$ cat src/rtl/pipelined_adder.sv
// rtl/pipelined_adder.sv - pipelined add/subtract, one CHUNK-bit slice resolved per stage
// Carry ripples stage to stage; a single advance signal freezes the whole pipe under backpressure.
module pipelined_adder #(
  parameter int WIDTH = 16,
  parameter int CHUNK = 4
) (
  input  logic             clk,
  input  logic             rst_n,
  input  logic             in_valid,
  output logic             in_ready,
  input  logic [WIDTH-1:0] a,
  input  logic [WIDTH-1:0] b,
  input  logic             ci,
  input  logic             sub,
  output logic             out_valid,
  input  logic             out_ready,
  output logic [WIDTH-1:0] s,
  output logic             co,
  output logic             ovf
);
  localparam int STAGES = WIDTH / CHUNK;
  localparam int LAST   = STAGES - 1;

  logic             r_v [STAGES];
  logic             r_c [STAGES];
  logic [WIDTH-1:0] r_a [STAGES];
  logic [WIDTH-1:0] r_b [STAGES];
  logic [WIDTH-1:0] r_s [STAGES];

  logic             w_v_in  [STAGES];
  logic             w_c_in  [STAGES];
  logic [WIDTH-1:0] w_a_in  [STAGES];
  logic [WIDTH-1:0] w_b_in  [STAGES];
  logic [WIDTH-1:0] w_s_in  [STAGES];
  logic [WIDTH-1:0] w_s_nxt [STAGES];
  logic             w_c_nxt [STAGES];
  logic             w_adv;

  assign w_adv    = !r_v[LAST] || out_ready;
  assign in_ready = w_adv;

  genvar k;
  for (k = 0; k < STAGES; k = k + 1) begin : g_stage
    logic [CHUNK:0]   w_slice;
    logic [WIDTH-1:0] w_sum;

    // Stage 0 feeds from the ports (operand B already conditioned for subtract).
    if (k == 0) begin : g_head
      assign w_v_in[k] = in_valid;
      assign w_a_in[k] = a;
      assign w_b_in[k] = b ^ {WIDTH{sub}};
      assign w_c_in[k] = ci ^ sub;
      assign w_s_in[k] = '0;
    end else begin : g_tail
      assign w_v_in[k] = r_v[k-1];
      assign w_a_in[k] = r_a[k-1];
      assign w_b_in[k] = r_b[k-1];
      assign w_c_in[k] = r_c[k-1];
      assign w_s_in[k] = r_s[k-1];
    end

    assign w_slice = {1'b0, w_a_in[k][k*CHUNK +: CHUNK]}
                   + {1'b0, w_b_in[k][k*CHUNK +: CHUNK]}
                   + {{CHUNK{1'b0}}, w_c_in[k]};

    always_comb begin
      w_sum = w_s_in[k];
      w_sum[k*CHUNK +: CHUNK] = w_slice[CHUNK-1:0];
    end

    assign w_s_nxt[k] = w_sum;
    assign w_c_nxt[k] = w_slice[CHUNK];
  end

  always_ff @(posedge clk or negedge rst_n) begin
    if (!rst_n) begin
      for (int i = 0; i < STAGES; i++) begin
        r_v[i] <= 1'b0;
        r_c[i] <= 1'b0;
        r_a[i] <= '0;
        r_b[i] <= '0;
        r_s[i] <= '0;
      end
    end else if (w_adv) begin
      for (int i = 0; i < STAGES; i++) begin
        r_v[i] <= w_v_in[i];
        r_c[i] <= w_c_nxt[i];
        r_a[i] <= w_a_in[i];
        r_b[i] <= w_b_in[i];
        r_s[i] <= w_s_nxt[i];
      end
    end
  end

  assign out_valid = r_v[LAST];
  assign s         = r_s[LAST];
  assign co        = r_c[LAST];
  // Carry into the MSB is recovered from the MSB operand and sum bits.
  assign ovf       = r_c[LAST] ^ r_a[LAST][WIDTH-1] ^ r_b[LAST][WIDTH-1] ^ r_s[LAST][WIDTH-1];

endmodule

$ cat config.mk
export PLATFORM = sky130hd
export DESIGN_NAME = pipelined_adder
export DESIGN_NICKNAME = d
export VERILOG_FILES = /design/src/rtl/pipelined_adder.sv
export SDC_FILE = /design/constraint.sdc
export NUM_CORES = 1
export LEC_CHECK = 0
export ABC_AREA = 1
export CAP_MARGIN = 30
export CORE_ASPECT_RATIO = 1.75
export CORE_MARGIN = 3
export CORE_UTILIZATION = 45
export CTS_CLUSTER_DIAMETER = 150
export DETAILED_ROUTE_END_ITERATION = 10
export GPL_ROUTABILITY_DRIVEN = 0
export PLACE_DENSITY = 0.67
export SLEW_MARGIN = 20
export SYNTH_ARGS = -nofsm -noshare
export SYNTH_HDL_FRONTEND = slang
export SYNTH_SLANG_ARGS = --single-unit
$ cat constraint.sdc
create_clock -name clk -period 3.2 [get_ports clk]
set_input_delay 0.96 -clock clk [delete_from_list [all_inputs] [get_ports clk]]
set_output_delay 0.96 -clock clk [all_outputs]
set_load 0.02 [all_outputs]
==> results by group <==
Run status
  – Status: finished, final reports clean

GRT
  – Total GRT Usage: 15.6%
  – Global-route wire length before repair: 13400 um
  – Largest net degree at the start of global routing: 112
  – Initial antenna violation count: 0
  – Number of global-route vias before repair: 3061
  – Grt total ovfl: 0

CTS
  – Worst skew pair latency: 0.34 ns
  – CTS tree: yes
  – TritonCTS buffer count: 9
  – Post-CTS setup buffer count: 0
  – CTS Hold Bufs: 0
  – CTS H-tree depth: 3
  – Clock Sinks: 98
  – CTS resizes: 0
  – Clk slew on worst S/H paths: 0.06 ns
  – CTS root buf: clkbuf_16
  – Clock Path Buffers: 2

Floorplanning
  – Die Ht: 137 um
  – Die area: 11100 sq um
  – Starting Density: 46.4%
  – Die span in x: 80.9 um
  – Core ar.: 9530 sq um
  – Top-Level Pins: 58
  – FP Rows: 47

Cells and area
  – Synthesis-to-layout area growth: 21.6%
  – Most frequent cells in the layout: 183 x nand2_1, 98 x dfrtp_1, 56 x clkdlybuf4s50_1
  – Layout Nets: 582
  – Proportion of layout cells with a drive suffix above 1: 5.10%
  – Antenna cell count: 0
  – Filler cells: 890
  – Commonest non-fill, non-tap cell in the layout: nand2_1

Timing
  – Relative slew slack: 47.9%
  – Min Tclk post-route: 3.12 ns
  – Final Setup Violations: 0
  – Final worst path period share: 97.6%
  – Sum Neg Setup Slack: 0 ns
  – Worst setup margin: 0.0764 ns
  – Clock skew: 0.00478 ns
  – Final Hold Vio Count: 0
  – FMAX: 320 MHz
  – Worst-Margin Slew: 0.781 ns
  – Slew Viols, Final: 0
  – RSZ-0062 raised after global routing: no

Setup path
  – Arrival time at the worst endpoint: 2.16 ns
  – Max incr delay on CP: 0.59 ns
  – Cell mode on critical path: clkdlybuf4s50_1
  – Slowest CP cell: clkdlybuf4s50_1
  – CP cell instances: clkdlybuf4s50_1 -> nor2_4 -> inv_2 -> clkdlybuf4s50_1
  – Startpoint types: primary input
  – Crit path kind: in -> out
  – CP endpoint kind: primary output
  – WP data required: 2.24 ns
  – CP delay by family, top: buffers and inverters
  – Crit path max fanout: 2
  – Worst Path Buf+Inv: 3

Synthesis
  – Synth unique cells: 23
  – Gate Count Post-Synth: 473
  – Mapped Nets: 531
  – Netlist Area Pre-Place: 4420 sq um
  – Post-synthesis sequential area ratio: 55.5%
  – Syn_area_per_cell: 9.35 sq um
  – Synth warn: 0
  – Yosys reg bits: 98

Power
  – Internal power: 3.42 mW
  – Seq pwr share: 39.7%
  – Power per cell area: 974 nW/um^2
  – Leak Pwr: 2.63 nW
  – Switch share: 34.8%
  – Combinational power share: 36.7%
  – Sw power: 1.82 mW
  – Clock network fraction of total power: 23.6%
  – Worst VDD drop: 0.548 mV

Place
  – Placement Setup Slack: 0.0692 ns
  – DP HPWL: 5050 um
  – I/O Buffers: 57

Route
  – DRC: 0
  – Drt pass-1 iters: 6
  – Vias per inst: 4.81
  – DRT iter0 DRCs: 182
  – Via count: 3131
  – Wire per inst: 11.8 um
  – DRT Wirelength: 7680 um
  – Routed Antenna Nets: 0

Min path
  – Hold crit path type: reg -> reg

Job
  – Max Cap Violations: 0
-- cell usage after synthesis --
cell type,count,area [sq um]
ha_1,12,150
or2_2,1,6.26
nor2_1,11,41.3
buf_2,3,15.0
clkbuf_1,3,11.3
buf_4,7,52.6
nor2_4,1,11.3
o21ai_2,1,8.76
o21ai_1,4,20.0
xnor2_1,14,123
inv_2,1,3.75
a21oi_1,6,30.0
buf_6,9,101
inv_1,38,143
fa_1,8,160
nand2_1,183,687
xor2_1,6,52.6
nand3_1,12,60.1
dfrtp_1,98,2450
buf_8,1,15.0
o31ai_1,2,15.0
a22oi_1,1,7.51
o21ai_0,51,255
-- metal layers --
metal	track usage [%]	part of all wire [%]
met5	0	0
met3	3.56	4.1
met4	7.61	2.2
met2	25.8	49
met1	19.0	44
-- metrics by stage --
stage	cell area (sq um)	total power, mW	hold slack [ns]	cells	utilization (%)
final	5380	5.24	0.451	651	56.4
after global routing	5380	5.69	0.485	651	56.4
after CTS	5350	5.30	0.462	650	56.2
after detailed placement	5000	4.02	0.439	634	52.5
after global placement	5000	3.95	0.435	634	52.5
after floorplan	4420	3.43	0.419	473	-
-- power by group through the flow --
stage | logic (mW) | registers, mW | clock network [mW]
detailed placement | 1.92 | 2.10 | 0
global route | 2.21 | 2.15 | 1.33
finish | 1.92 | 2.08 | 1.24
global placement | 1.86 | 2.09 | 0
floorplan | 1.25 | 2.18 | 0
CTS | 1.94 | 2.09 | 1.27
-- state kept, by name (all words and copies together) (netlist names) --
name           cells
co                 1
g_stage.w_sum     24
out_valid          1
r_a               25
r_b               25
r_c                3
r_v                3
s                 16
-- path summary, 6_finish.rpt --
check | start | endpoint | slack [ns] | depth (start not counted)
hold reg to reg | r_v[1]$_DFFE_PN0P_ | out_valid$_DFFE_PN0P_ | 0.45 | 2
hold / removal | r_v[1]$_DFFE_PN0P_ | out_valid$_DFFE_PN0P_ | 0.45 | 2
max in group asynchronous | rst_n | r_b[61]$_DFFE_PN0P_ | 1.93 | 2
min in group asynchronous | rst_n | s[8]$_DFFE_PN0P_ | 0.60 | 1
setup reg to reg | r_c[1]$_DFFE_PN0P_ | co$_DFFE_PN0P_ | 1.45 | 6
setup / recovery | out_ready | in_ready | 0.08 | 4
-- final cells by class --
cell class | count | area (sq um) | share of cell area, %
multi-input cells | 313 | 1630 | 30.3
repair buffers | 63 | 646 | 12.0
flip-flops and latches | 98 | 2450 | 45.6
well taps | 122 | 153 | 2.84
clock buffers | 11 | 253 | 4.70
clock inverters | 5 | 100 | 1.86
inverters | 39 | 146 | 2.72
-- cells by family (layout without fill, tap and decap cells) --
family                     after synthesis  count (layout)  share of synthesized area, %
and+or+nand+nor                        208             208                          18.2
DFF                                     98              98                          55.5
AOI/OAI and AO/OA                       65              65                          7.61
buffers and inverters                   62             118                          7.72
adders and majority gates               20              20                          7.02
xor gates and xnor gates                20              20                          3.96
-- worst min-delay path: stages (launching register included) --
cell	delay (ns)
dfrtp_1	0.32
inv_1	0.04
nand2_1	0.05
Note: power is estimated with default switching activity, not from simulation.
